--- src/rtl/frame_sync_detector_if.sv ---
// rtl/frame_sync_detector_if.sv - byte stream in / payload stream out bundle for frame_sync_detector (FSYNC_STATS_EN adds counters)
interface frame_sync_detector_if;
    logic [7:0]  din;
    logic        valid;
    logic [7:0]  dout;
    logic        dout_valid;
    logic        sof;
    logic        eof;
    logic        locked;
    logic        sync_err;
`ifdef FSYNC_STATS_EN
    logic [15:0] frame_cnt;
    logic [15:0] err_cnt;

    modport master (output din, valid,
                    input  dout, dout_valid, sof, eof, locked, sync_err, frame_cnt, err_cnt);
    modport slave  (input  din, valid,
                    output dout, dout_valid, sof, eof, locked, sync_err, frame_cnt, err_cnt);
`else
    modport master (output din, valid,
                    input  dout, dout_valid, sof, eof, locked, sync_err);
    modport slave  (input  din, valid,
                    output dout, dout_valid, sof, eof, locked, sync_err);
`endif
endinterface

--- src/rtl/frame_sync_detector.sv ---
// rtl/frame_sync_detector.sv - sync byte hunt/verify/lock with flywheel and payload forwarding (optional FSYNC_STATS_EN counters)
module frame_sync_detector #(
    parameter logic [7:0] SYNC_BYTE = 8'h47,
    parameter int         FRAME_LEN = 16,
    parameter int         LOCK_CNT  = 3,
    parameter int         LOSS_CNT  = 3
) (
    input  logic                  clock,
    input  logic                  resetn,
    input  logic                  enable,
    frame_sync_detector_if.slave  bus
);

    localparam logic [1:0] HUNT   = 2'd0;
    localparam logic [1:0] VERIFY = 2'd1;
    localparam logic [1:0] LOCKED = 2'd2;

    localparam logic [7:0] LAST_POS = 8'(FRAME_LEN - 1);
    localparam logic [3:0] LOCK_TGT = 4'(LOCK_CNT);
    localparam logic [3:0] LOSS_TGT = 4'(LOSS_CNT);

    logic [1:0] state;
    logic [7:0] pos;
    logic [3:0] match_cnt;
    logic [3:0] miss_cnt;

    logic       accept;
    logic       is_sync;
    logic       sync_slot;
    logic [7:0] pos_inc;

    assign accept    = enable & bus.valid;
    assign is_sync   = (bus.din == SYNC_BYTE);
    assign sync_slot = (pos == 8'd0);
    assign pos_inc   = (pos == LAST_POS) ? 8'd0 : pos + 8'd1;

    always_ff @(posedge clock or negedge resetn) begin
        if (!resetn) begin
            state          <= HUNT;
            pos            <= 8'd0;
            match_cnt      <= 4'd0;
            miss_cnt       <= 4'd0;
            bus.dout       <= 8'h00;
            bus.dout_valid <= 1'b0;
            bus.sof        <= 1'b0;
            bus.eof        <= 1'b0;
            bus.sync_err   <= 1'b0;
            bus.locked     <= 1'b0;
        end else begin
            bus.dout_valid <= 1'b0;
            bus.sof        <= 1'b0;
            bus.eof        <= 1'b0;
            bus.sync_err   <= 1'b0;
            case (state)
                HUNT: begin
                    if (accept && is_sync) begin
                        state     <= VERIFY;
                        pos       <= 8'd1;
                        match_cnt <= 4'd1;
                    end
                end
                VERIFY: begin
                    if (accept) begin
                        if (!sync_slot) begin
                            pos <= pos_inc;
                        end else if (is_sync) begin
                            pos       <= pos_inc;
                            match_cnt <= match_cnt + 4'd1;
                            if (match_cnt + 4'd1 == LOCK_TGT) begin
                                state      <= LOCKED;
                                miss_cnt   <= 4'd0;
                                bus.locked <= 1'b1;
                            end
                        end else begin
                            // the failing byte is dropped, not retried as a new sync candidate
                            state     <= HUNT;
                            pos       <= 8'd0;
                            match_cnt <= 4'd0;
                        end
                    end
                end
                LOCKED: begin
                    if (accept) begin
                        pos <= pos_inc;
                        if (!sync_slot) begin
                            bus.dout       <= bus.din;
                            bus.dout_valid <= 1'b1;
                            bus.sof        <= (pos == 8'd1);
                            bus.eof        <= (pos == LAST_POS);
                        end else if (is_sync) begin
                            miss_cnt <= 4'd0;
                        end else begin
                            // flywheel: a bad sync slot keeps frame timing until LOSS_CNT misses in a row
                            bus.sync_err <= 1'b1;
                            miss_cnt     <= miss_cnt + 4'd1;
                            if (miss_cnt + 4'd1 == LOSS_TGT) begin
                                state      <= HUNT;
                                pos        <= 8'd0;
                                match_cnt  <= 4'd0;
                                bus.locked <= 1'b0;
                            end
                        end
                    end
                end
                default: begin
                    state      <= HUNT;
                    pos        <= 8'd0;
                    match_cnt  <= 4'd0;
                    miss_cnt   <= 4'd0;
                    bus.locked <= 1'b0;
                end
            endcase
        end
    end

`ifdef FSYNC_STATS_EN
    logic gen_eof;
    logic gen_err;

    assign gen_eof = accept && (state == LOCKED) && !sync_slot && (pos == LAST_POS);
    assign gen_err = accept && (state == LOCKED) && sync_slot && !is_sync;

    always_ff @(posedge clock or negedge resetn) begin
        if (!resetn) begin
            bus.frame_cnt <= 16'd0;
            bus.err_cnt   <= 16'd0;
        end else begin
            if (gen_eof && bus.frame_cnt != 16'hFFFF) bus.frame_cnt <= bus.frame_cnt + 16'd1;
            if (gen_err && bus.err_cnt != 16'hFFFF)   bus.err_cnt   <= bus.err_cnt + 16'd1;
        end
    end
`endif

endmodule

--- src/flat_wrapper.sv ---
// flat-port wrapper written by rule: the top's interface ports become plain ports
module frame_sync_detector_flat 
#(
    parameter logic [7:0] SYNC_BYTE = 8'h47,
    parameter int         FRAME_LEN = 16,
    parameter int         LOCK_CNT  = 3,
    parameter int         LOSS_CNT  = 3
)
  (clock, resetn, enable, bus_din, bus_valid, bus_dout, bus_dout_valid, bus_sof, bus_eof, bus_locked, bus_sync_err);
  frame_sync_detector_if bus_i ();
  input  logic clock;
  input  logic resetn;
  input  logic enable;
  input wire logic [$bits(bus_i.din)-1:0] bus_din;
  input wire logic [$bits(bus_i.valid)-1:0] bus_valid;
  output wire logic [$bits(bus_i.dout)-1:0] bus_dout;
  output wire logic [$bits(bus_i.dout_valid)-1:0] bus_dout_valid;
  output wire logic [$bits(bus_i.sof)-1:0] bus_sof;
  output wire logic [$bits(bus_i.eof)-1:0] bus_eof;
  output wire logic [$bits(bus_i.locked)-1:0] bus_locked;
  output wire logic [$bits(bus_i.sync_err)-1:0] bus_sync_err;
  assign bus_i.din = bus_din;
  assign bus_i.valid = bus_valid;
  assign bus_dout = bus_i.dout;
  assign bus_dout_valid = bus_i.dout_valid;
  assign bus_sof = bus_i.sof;
  assign bus_eof = bus_i.eof;
  assign bus_locked = bus_i.locked;
  assign bus_sync_err = bus_i.sync_err;
  frame_sync_detector #(.SYNC_BYTE(SYNC_BYTE), .FRAME_LEN(FRAME_LEN), .LOCK_CNT(LOCK_CNT), .LOSS_CNT(LOSS_CNT)) u_core (.clock(clock), .resetn(resetn), .enable(enable), .bus(bus_i));
endmodule
--- config.mk ---
export PLATFORM = sky130hd
export DESIGN_NAME = frame_sync_detector_flat
export DESIGN_NICKNAME = d
export VERILOG_FILES = /design/src/rtl/frame_sync_detector_if.sv /design/src/rtl/frame_sync_detector.sv /design/src/flat_wrapper.sv
export SDC_FILE = /design/constraint.sdc
export NUM_CORES = 1
export LEC_CHECK = 0
export CAP_MARGIN = 20
export CELL_PAD_IN_SITES_DETAIL_PLACEMENT = 0
export CELL_PAD_IN_SITES_GLOBAL_PLACEMENT = 2
export CORE_AREA = 4 4 72 74
export CTS_CLUSTER_DIAMETER = 50
export DETAILED_ROUTE_END_ITERATION = 16
export DIE_AREA = 0 0 76 78
export DONT_BUFFER_PORTS = 1
export PLACE_DENSITY = 0.76
export REMOVE_ABC_BUFFERS = 1
export SLEW_MARGIN = 10
export SYNTH_ARGS = -nofsm -noshare
export SYNTH_HDL_FRONTEND = slang
export SYNTH_SLANG_ARGS = --single-unit
--- constraint.sdc ---
create_clock -name clock -period 3.03 [get_ports clock]
set_input_delay 0.7575 -clock clock [delete_from_list [all_inputs] [get_ports clock]]
set_output_delay 0.7575 -clock clock [all_outputs]
set_load 0.01 [all_outputs]
After elaboration in Yosys (flattened, before gate mapping)
Cells that the tools add are included.
{"block": "word_totals", "regBits": 31, "input_bits": 12}
{"block": "classes", "n_reduce_logical": 9, "bitwise": 3, "n_eq_ne": 17, "n_mux": 59, "addsub": 3}
{"cell": "$mux 8", "n": 9}
{"cell": "$mux 4", "n": 15}
{"cell": "$pmux 4 s3", "n": 2}
{"cell": "$pmux 8 s3", "n": 1}
{"cell": "$mux 1", "n": 21}
{"cell": "$mux 2", "n": 9}
{"cell": "$ne 2x1->1 const B", "n": 8}
{"cell": "$reduce_and 7->1", "n": 2}
{"cell": "$reduce_and 9->1", "n": 1}
{"cell": "$add 4x1->4 const B", "n": 2}
{"cell": "$add 8x1->8 const B", "n": 1}
{"cell": "$eq 4x2->1 const B", "n": 2}
{"cell": "$eq 8x1->1 const B", "n": 1}
{"cell": "$eq 8x4->1 const B", "n": 1}
{"cell": "$eq 8x7->1 const B", "n": 1}
{"cell": "$logic_not 8->1", "n": 1}
{"cell": "$reduce_and 8->1", "n": 1}
{"cell": "$pmux 2 s3", "n": 1}
{"cell": "$reduce_and 3->1", "n": 2}
{"cell": "$ne 3x3->1 const B", "n": 1}
{"cell": "$pmux 1 s3", "n": 1}
{"cell": "$eq 2x1->1 const B", "n": 1}
{"cell": "$eq 2x2->1 const B", "n": 1}
{"cell": "$logic_not 2->1", "n": 1}
{"cell": "other kinds (4)", "n": 5}

Longest topological paths before layout
Gate-level depths: netlist (run 1).
{"block": "depth", "depth_word": 7, "ltp_mapped": 8, "mapped_depth_nobuf": 8}

Worst setup path before layout (run 1)
No wires, ideal clock.
{"block": "synth_timing", "path_type": "input -> register", "from": "input port bus_din[5]", "to": "register u_core.match_cnt[3]", "t_arrival_ns": 2.519, "slack_ns": 0.442, "setup_time_ns": 0.069, "required_time_ns": 2.961, "n_path_buf": 0, "path_stages": 5, "path_cell_list": "or4b_1 > or2_2 > o311a_2 > a2111o_1 > nand3_1"}
{"block": "synth_between", "elab_chain_cells": 5, "elab_cells_between_ends": 9, "cone_classes": "eq/ne (3); mux (4); reduce/logical (2)"}
{"item": "start: declaration", "line": "flat_wrapper.sv:14", "source": "input wire logic [$bits(bus_i.din)-1:0] bus_din;"}
{"item": "$eq 8x7->1 *", "line": "frame_sync_detector.sv:33", "source": "assign is_sync = (bus.din == SYNC_BYTE);"}
{"item": "$mux 4", "line": "frame_sync_detector.sv:66", "source": "end else if (is_sync) begin"}
{"item": "$mux 4", "line": "frame_sync_detector.sv:64", "source": "if (!sync_slot) begin"}
{"item": "$mux 4", "line": "frame_sync_detector.sv:63", "source": "if (accept) begin"}
{"item": "$pmux 4 s3", "line": "frame_sync_detector.sv:54", "source": "case (state)"}
{"item": "end signal: assignment", "line": "frame_sync_detector.sv:68", "source": "match_cnt <= match_cnt + 4'd1;"}
{"item": "end: declaration", "line": "frame_sync_detector.sv:24", "source": "logic [3:0] match_cnt;"}
Mark *: on every way between the ends. The rest lies on a longest branch, timed or not. The select of a mux whose other input is x is not followed.
A chain may end at the register's enable or synchronous reset.

Worst setup path after layout (run 1)
{"block": "layout_timing", "from": "register u_core.pos[1]", "to": "register u_core.match_cnt[3]"}
{"block": "layout_between", "elab_chain_cells": 3, "elab_cells_between_ends": 4, "cone_classes": "eq/ne (2); reduce/logical (2)"}
{"item": "start: declaration", "line": "frame_sync_detector.sv:23", "source": "logic [7:0] pos;"}
{"item": "start signal: assignment", "line": "frame_sync_detector.sv:65", "source": "pos <= pos_inc;"}
{"item": "start signal: assignment", "line": "frame_sync_detector.sv:67", "source": "pos <= pos_inc;"}
{"item": "start signal: assignment", "line": "frame_sync_detector.sv:84", "source": "pos <= pos_inc;"}
{"item": "$logic_not 8->1 *", "line": "frame_sync_detector.sv:34", "source": "assign sync_slot = (pos == 8'd0);"}
{"item": "$ne 2x1->1 (no source line)"}
{"item": "$reduce_and 7->1 (no source line) *"}
Mark *: on every way between the ends. The rest lies on a longest branch, timed or not.

==> flow_summary_export.csv, run 1 <==
group,metric,value,unit
global_routing,initial_antenna_violation_count,0,
timing,setup_viol,0,
die,fp.dieArea,5928,µm²
timing,fmaxAchievable,401.0,MHz
clock_tree,clock_sinks,31,
critical_path,start_kind,"flip-flop",
route,vias_per_cell,5.739,
global_routing,grt_start_max_net_pins,32,
synth,synth_edf_count,0,
synth,dominantRegCellSynth,"sky130_fd_sc_hd__dfrtp_1",
timing,rsz_0062_raised_after_global_routing,"false",
synth,syn-cell-area,1720,µm²
clock_tree,numCtsBuffers,5,
clock_tree,clock_tree.buffer_depth,2,
global_routing,grt_first_pass_wirelength,6.975,mm
timing,tns,0,ps
clock_tree,htree_levels,2,
critical_path,cp_slowest_cell,"sky130_fd_sc_hd__or3b_2",
critical_path,required_time_at_the_worst_slack_endpoint,3250,ps
synth,synth.lib_cells_used.distinct,51,
flow_run,maxCapViolations,0,
power,pwr_density_cell,409.3,nW/µm²
clock_tree,postCtsSetupRepairBufs,0,
critical_path,endpoint_kind,"flip-flop",
synth,number_of_standard_cells_after_synthesis,169,
route,drt_iter0_markers,85,
timing,final_critical_path_setup_slack,536.3,ps
cells_and_area,filler_cell_count,448,
placed_design,final_gp_congestion,0.8803,
worst_hold_path,hold_path.class,"input port to asynchronous set/reset pin",
timing,final_period_minus_worst_setup_slack,2494,ps
critical_path,worst_path_arrival,2710,ps
die,core.rowCount,25,
clock_tree,ctsHoldBuffers,0,
timing,skew,7.714,ps
global_routing,grt_usage,0.1446,
critical_path,worstSetupPathType,"flip-flop to flip-flop",
cells_and_area,final_net_count,195,
outcome,run_status,"completed",
die,die-height,78,µm
synth,synthDominantCellAreaShare,0.4509,
cells_and_area,diodes,0,
global_routing,grt_overflow,0,
synth,postSynthRegisterBits,31,
timing,final.period_utilization,0.8230,
route,detail-route-antenna-nets,0,
placed_design,preCtsSetupSlack,370.5,ps
synth,synth_sequential_area_ratio,0.4509,
die,die_x,76,µm
power,max-vdd-ir-drop,0.1535,mV
die,top_level_ports,25,
power,power.leakage,0.8927,nW
synth,postSynth.asyncResetShare,1.000,
synth,netlist_top_cells_area,"sky130_fd_sc_hd__dfrtp_1, sky130_fd_sc_hd__mux2_2, sky130_fd_sc_hd__ha_1",
clock_tree,root_buffer,"sky130_fd_sc_hd__clkbuf_8",
global_routing,grt_pass1_vias,1426,
critical_path,cp_max_fo,5,
clock_tree,worst_skew_pair.late_latency,280,ps
clock_tree,cts_resized,0,
clock_tree,worst_setup_hold_path_clk_slew,70,ps
timing,slew_headroom,0.6535,
timing,report.final.slew_viol_count,0,
placed_design,post_placement_cell_area,1793,µm²
synth,yosysWarnings,0,
synth,synthDominantAreaCellType,"sky130_fd_sc_hd__dfrtp_1",
cells_and_area,final_cell_area,1881,µm²
placed_design,place.port_buffers,0,
clock_tree,cts_tree,"yes",
timing,worstMarginPinSlew,515.0,ps
route,detailedRoute.firstPassIterationCount,4,
timing,final_hold_viol_count,0,
route,dr_total_vias,1320,
route,routed_wirelength,3.880,mm
critical_path,timing.critical_path.cells,"inv_1 > ha_1 > or3b_2 > or3_1 > or3_4 > a2111o_1 > nand3_1",
route,drc,0,
die,core_area,4598,µm²
cells_and_area,final_layout_size_suffix_gt1_frac,0.1761,
placed_design,place.detailed.hpwl,3.002,mm
cells_and_area,syn2layout_area_growth,9.309,%
die,initial_utilization,0.3741,
synth,syn_avg_cell_area,10.18,µm²
route,avgRoutedWirePerCell,16.87,µm
critical_path,timing.critical_path.slowest_cell_delay,480,ps
## per-stage QoR
stage | total power [W] | hold WS, ps | instances | utilization
after floorplan | 0.0004438 | 461.9 | 165 | -
after global placement | 0.0004497 | 462.9 | 223 | 0.3899
after detailed placement | 0.0004500 | 463.0 | 223 | 0.3899
after CTS | 0.0007822 | 156.2 | 230 | 0.4090
after global routing | 0.0008046 | 146.2 | 230 | 0.4090
final | 0.0007697 | 166.4 | 230 | 0.4090
## layer usage
metal | up-vias | track usage | routed length, µm
li1 | 636 | - | -
met4 | 0 | 0.05516 | 87
met1 | 653 | 0.1818 | 1744
met5 | - | 0 | 0
met3 | 8 | 0.04060 | 150
met2 | 23 | 0.2346 | 1897
## cell usage after synthesis (3+ instances only)
cell type / instances
sky130_fd_sc_hd__ha_1: 7
sky130_fd_sc_hd__o211ai_1: 4
sky130_fd_sc_hd__mux2_2: 9
sky130_fd_sc_hd__dfrtp_1: 31
sky130_fd_sc_hd__a31oi_1: 3
sky130_fd_sc_hd__nand2_1: 10
sky130_fd_sc_hd__nor3_1: 4
sky130_fd_sc_hd__nor2_1: 15
sky130_fd_sc_hd__nand4_1: 6
sky130_fd_sc_hd__clkbuf_1: 3
sky130_fd_sc_hd__o21ai_0: 5
sky130_fd_sc_hd__o31ai_1: 4
sky130_fd_sc_hd__xor2_1: 6
sky130_fd_sc_hd__inv_1: 10
sky130_fd_sc_hd__nand3_1: 7
## layout by cell type (no fill, tap or decap), types with 3 or more instances in the layout
master / n
sky130_fd_sc_hd__nand2_1: 10
sky130_fd_sc_hd__o211ai_1: 4
sky130_fd_sc_hd__o21ai_0: 5
sky130_fd_sc_hd__nor2_1: 15
sky130_fd_sc_hd__nand4_1: 6
sky130_fd_sc_hd__buf_4: 4
sky130_fd_sc_hd__nor3_1: 4
sky130_fd_sc_hd__o31ai_1: 4
sky130_fd_sc_hd__ha_1: 7
sky130_fd_sc_hd__a31oi_1: 3
sky130_fd_sc_hd__dfrtp_1: 31
sky130_fd_sc_hd__clkbuf_8: 6
sky130_fd_sc_hd__mux2_2: 9
sky130_fd_sc_hd__nand3_1: 7
sky130_fd_sc_hd__inv_1: 10
sky130_fd_sc_hd__xor2_1: 6
## kinds of logic (layout without fill, tap and decap cells)
kind of cell / Yosys count / in the layout / share of synthesized area
compound gates: 35 / 35 / 0.1498
xor+xnor: 6 / 6 / 0.03055
fa+ha+maj: 7 / 7 / 0.05091
buf+inv: 14 / 21 / 0.03636
flops: 31 / 31 / 0.4509
mux: 10 / 10 / 0.06473
simple gates: 66 / 66 / 0.2167
## report_power, final
part | switching [W] | internal (W) | leakage (nW) | total, W
clock network | 0.000149 | 0.000178 | 0.0470 | 0.000327
logic | 0.0000123 | 0.00000913 | 0.434 | 0.0000215
registers | 0.00000455 | 0.000416 | 0.411 | 0.000421
## final timing paths
path | from | to | slack (ps) | cells after the start
worst max-delay path | u_core.pos[1]$_DFFE_PN0P_ | u_core.match_cnt[3]$_DFFE_PN0P_ | 540 | 7
worst min-delay path | resetn | u_core.match_cnt[3]$_DFFE_PN0P_ | 170 | 0
worst max register to register | u_core.pos[1]$_DFFE_PN0P_ | u_core.match_cnt[3]$_DFFE_PN0P_ | 540 | 7
worst min register to register | u_core.match_cnt[2]$_DFFE_PN0P_ | u_core.match_cnt[2]$_DFFE_PN0P_ | 520 | 1
max in group asynchronous | resetn | u_core.pos[0]$_DFFE_PN0P_ | 2770 | 0
min in group clock | u_core.match_cnt[2]$_DFFE_PN0P_ | u_core.match_cnt[2]$_DFFE_PN0P_ | 520 | 1
## area by class of cell
| class | instances | area, µm² | share of cell area |
|---|---|---|---|
| Clock buffer | 6 | 82.58 | 0.04391 |
| Clock inverter | 1 | 5.005 | 0.002661 |
| Inverter | 10 | 37.54 | 0.01996 |
| Multi-Input combinational cell | 124 | 882.1 | 0.4691 |
| Sequential cell | 31 | 775.7 | 0.4125 |
| Tap cell | 54 | 67.56 | 0.03593 |
| Timing Repair Buffer | 4 | 30.03 | 0.01597 |
## critical path: cells and delay by family (launching register included)
| kind | cells | cell delay, ps |
|---|---|---|
| AOI/OAI and AO/OA | 1 | 410 |
| and+or+nand+nor | 4 | 1320 |
| DFF | 1 | 380 |
| buffers and inverters | 1 | 130 |
| adders and majority gates | 1 | 180 |
## sequential cells by signal (all words and copies together) (netlist names)
signal	flops
u_core.bus.dout	8
u_core.bus.dout_valid	1
u_core.bus.eof	1
u_core.bus.locked	1
u_core.bus.sof	1
u_core.bus.sync_err	1
u_core.match_cnt	4
u_core.miss_cnt	4
u_core.pos	8
u_core.state	2
(Power assumes the default switching activity.)
==> run 2, diff against run 1 <==
- clock period: 3.03 -> 2.5 ns (I/O delays scaled with it)
==> run 2 against run 1 <==
Core utilization increased by 1.5 points; largest cell class unchanged; global-route usage is 0.21 points lower; sequential share of layout area is 1.5 points lower; critical endpoint unchanged; setup slack got worse by 410 ps; total power grew 21%; via count grew 3.0%; hold slack worse by 130 ps; wire length rose by 3.3%; final cell count up 2.6%; critical path depth fell by 2; clock-buffer cell count unchanged.
==> flow_summary_export.csv, run 2 (same netlist as run 1, synthesis figures left out) <==
group,metric,value,unit
power,internal_power,0.0007334,W
power,clock_power_share,0.421,
outcome,run_status,"completed",
route,routed_wirelength,4.009,mm
timing,rsz_0062_raised_after_global_routing,"false",
route,drc,0,
critical_path,start_kind,"flip-flop",
critical_path,required_time_at_the_worst_slack_endpoint,2710,ps
timing,setup_viol,0,
critical_path,cp_max_fo,6,
die,die_x,76,µm
placed_design,final_gp_congestion,0.8343,
clock_tree,cts_tree,"yes",
clock_tree,clock_tree.buffer_depth,2,
critical_path,timing.rr.end,"u_core.match_cnt[3]$_DFFE_PN0P_",
timing,report.final.slew_viol_count,0,
route,dr_total_vias,1360,
placed_design,preCtsSetupSlack,35.75,ps
placed_design,placedCellCount,229,
flow_run,maxCapViolations,0,
critical_path,worstSetupPathType,"flip-flop to flip-flop",
timing,skew,5.264,ps
die,top_level_ports,25,
route,detail-route-antenna-nets,0,
power,power.combinational.fraction,0.032,
clock_tree,clock_sinks,31,
cells_and_area,most-common-layout-cells,"sky130_fd_sc_hd__dfrtp_1, sky130_fd_sc_hd__nor2_1, sky130_fd_sc_hd__inv_1, sky130_fd_sc_hd__nand2_1",
timing,final_hold_viol_count,0,
clock_tree,root_buffer,"sky130_fd_sc_hd__clkbuf_8",
clock_tree,htree_levels,2,
clock_tree,numCtsBuffers,5,
worst_hold_path,hold_path.class,"input port to asynchronous set/reset pin",
placed_design,place.detailed.hpwl,3.159,mm
route,drt_iter0_markers,49,
timing,final.period_utilization,0.9503,
timing,final_period_minus_worst_setup_slack,2376,ps
power,power.leakage,0.9294,nW
global_routing,grt_first_pass_wirelength,6.872,mm
global_routing,grt_usage,0.1426,
timing,tns,0,ps
timing,fmaxAchievable,420.9,MHz
global_routing,grt_start_max_net_pins,32,
global_routing,grt_pass1_vias,1436,
power,max-vdd-ir-drop,0.2208,mV
cells_and_area,stdcell_count,236,
clock_tree,worst_skew_pair.late_latency,280,ps
placed_design,place.port_buffers,0,
power,seq_power_share,0.547,
die,core_area,4598,µm²
timing,fin_hold_ws,40.22,ps
route,vias_per_cell,5.763,
timing,worstMarginPinSlew,523.3,ps
die,initial_utilization,0.3741,
clock_tree,worst_setup_hold_path_clk_slew,60,ps
critical_path,timing.rr.start,"u_core.pos[5]$_DFFE_PN0P_",
die,fp.dieArea,5928,µm²
cells_and_area,diodes,0,
critical_path,rr_worst_depth,5,
critical_path,endpoint_kind,"flip-flop",
clock_tree,postCtsSetupRepairBufs,0,
die,core.rowCount,25,
cells_and_area,final_layout_size_suffix_gt1_frac,0.2143,
critical_path,worst_path_arrival,2590,ps
global_routing,initial_antenna_violation_count,0,
die,die-height,78,µm
global_routing,grt_overflow,0,
power,pwr_density_cell,477.7,nW/µm²
route,avgRoutedWirePerCell,16.99,µm
cells_and_area,sequential_cell_area,775.7,µm²
power,netSwitchingPower,0.0001984,W
cells_and_area,syn2layout_area_growth,13.38,%
timing,final_critical_path_setup_slack,124.3,ps
critical_path,timing.reg2reg.setup_slack,120,ps
power,sw_frac_of_total,0.2129,
cells_and_area,multi_input_comb_area,894.6,µm²
timing,slew_headroom,0.6479,
cells_and_area,filler_cell_count,464,
cells_and_area,final_net_count,201,
route,detailedRoute.firstPassIterationCount,4,
cells_and_area,reg_top3,"u_core.bus.dout (8), u_core.pos (8)",
cells_and_area,layout_commonest_cell,"sky130_fd_sc_hd__dfrtp_1",
## run 2: through the flow
stage	cell area, µm²	util	power (W)
after CTS	1938	0.4215	0.0009447
after detailed placement	1851	0.4024	0.0005485
final	1951	0.4242	0.0009318
after floorplan	1695	-	0.0005378
after global routing	1951	0.4242	0.0009759
after global placement	1851	0.4024	0.0005465
## run 2: how the worst max path moves through the flow
stage	endpoint	from	slack, ps
6_report	u_core.match_cnt[3]$_DFFE_PN0P_	u_core.pos[5]$_DFFE_PN0P_	120
5_1_grt	u_core.match_cnt[1]$_DFFE_PN0P_	u_core.pos[5]$_DFFE_PN0P_	50
4_1_cts	u_core.match_cnt[3]$_DFFE_PN0P_	u_core.pos[0]$_DFFE_PN0P_	30
3_5_place_dp	u_core.match_cnt[1]$_DFFE_PN0P_	bus_din[5]	40
3_3_place_gp	u_core.match_cnt[3]$_DFFE_PN0P_	bus_din[5]	90
2_1_floorplan	u_core.match_cnt[3]$_DFFE_PN0P_	bus_din[5]	40
## run 2: what timing repair did
item	in CTS	in global routing
hold buffers	0	0
resized for setup	0	3
endpoints found under the setup margin	0	3
## run 2: layout make-up
type / count / area share
clock buffer: 6 / 0.04233
timing repair buffer: 10 / 0.04490
clock inverter: 1 / 0.002566
tap: 54 / 0.03464
inverter: 10 / 0.01924
sequential: 31 / 0.3977
multi-input combinational: 124 / 0.4586
## run 2: power groups by stage
stage                     Clock [W]  Sequential [W]  Combinational, W
after floorplan                   0        0.000518         0.0000200
after global placement            0        0.000519         0.0000278
after detailed placement          0        0.000519         0.0000293
after CTS                  0.000405        0.000510         0.0000295
after global routing       0.000432        0.000510         0.0000335
final                      0.000392        0.000510         0.0000298
## run 2: per-layer routing
layer | routed length (µm) | part of all wire | track usage | vias up
met5 | 0 | 0 | 0 | -
met4 | 30 | 0.0075 | 0.03915 | 0
met3 | 178 | 0.044 | 0.03480 | 4
met2 | 2152 | 0.54 | 0.2509 | 28
met1 | 1647 | 0.41 | 0.1719 | 675
li1 | - | - | - | 653
## run 2: critical path, cell delays in order (launching register included)
cell                       delay [ps]
sky130_fd_sc_hd__dfrtp_1          430
sky130_fd_sc_hd__or4_4            570
sky130_fd_sc_hd__or4_2            650
sky130_fd_sc_hd__o311a_2          200
sky130_fd_sc_hd__a2111o_1         380
sky130_fd_sc_hd__nand3_1           80
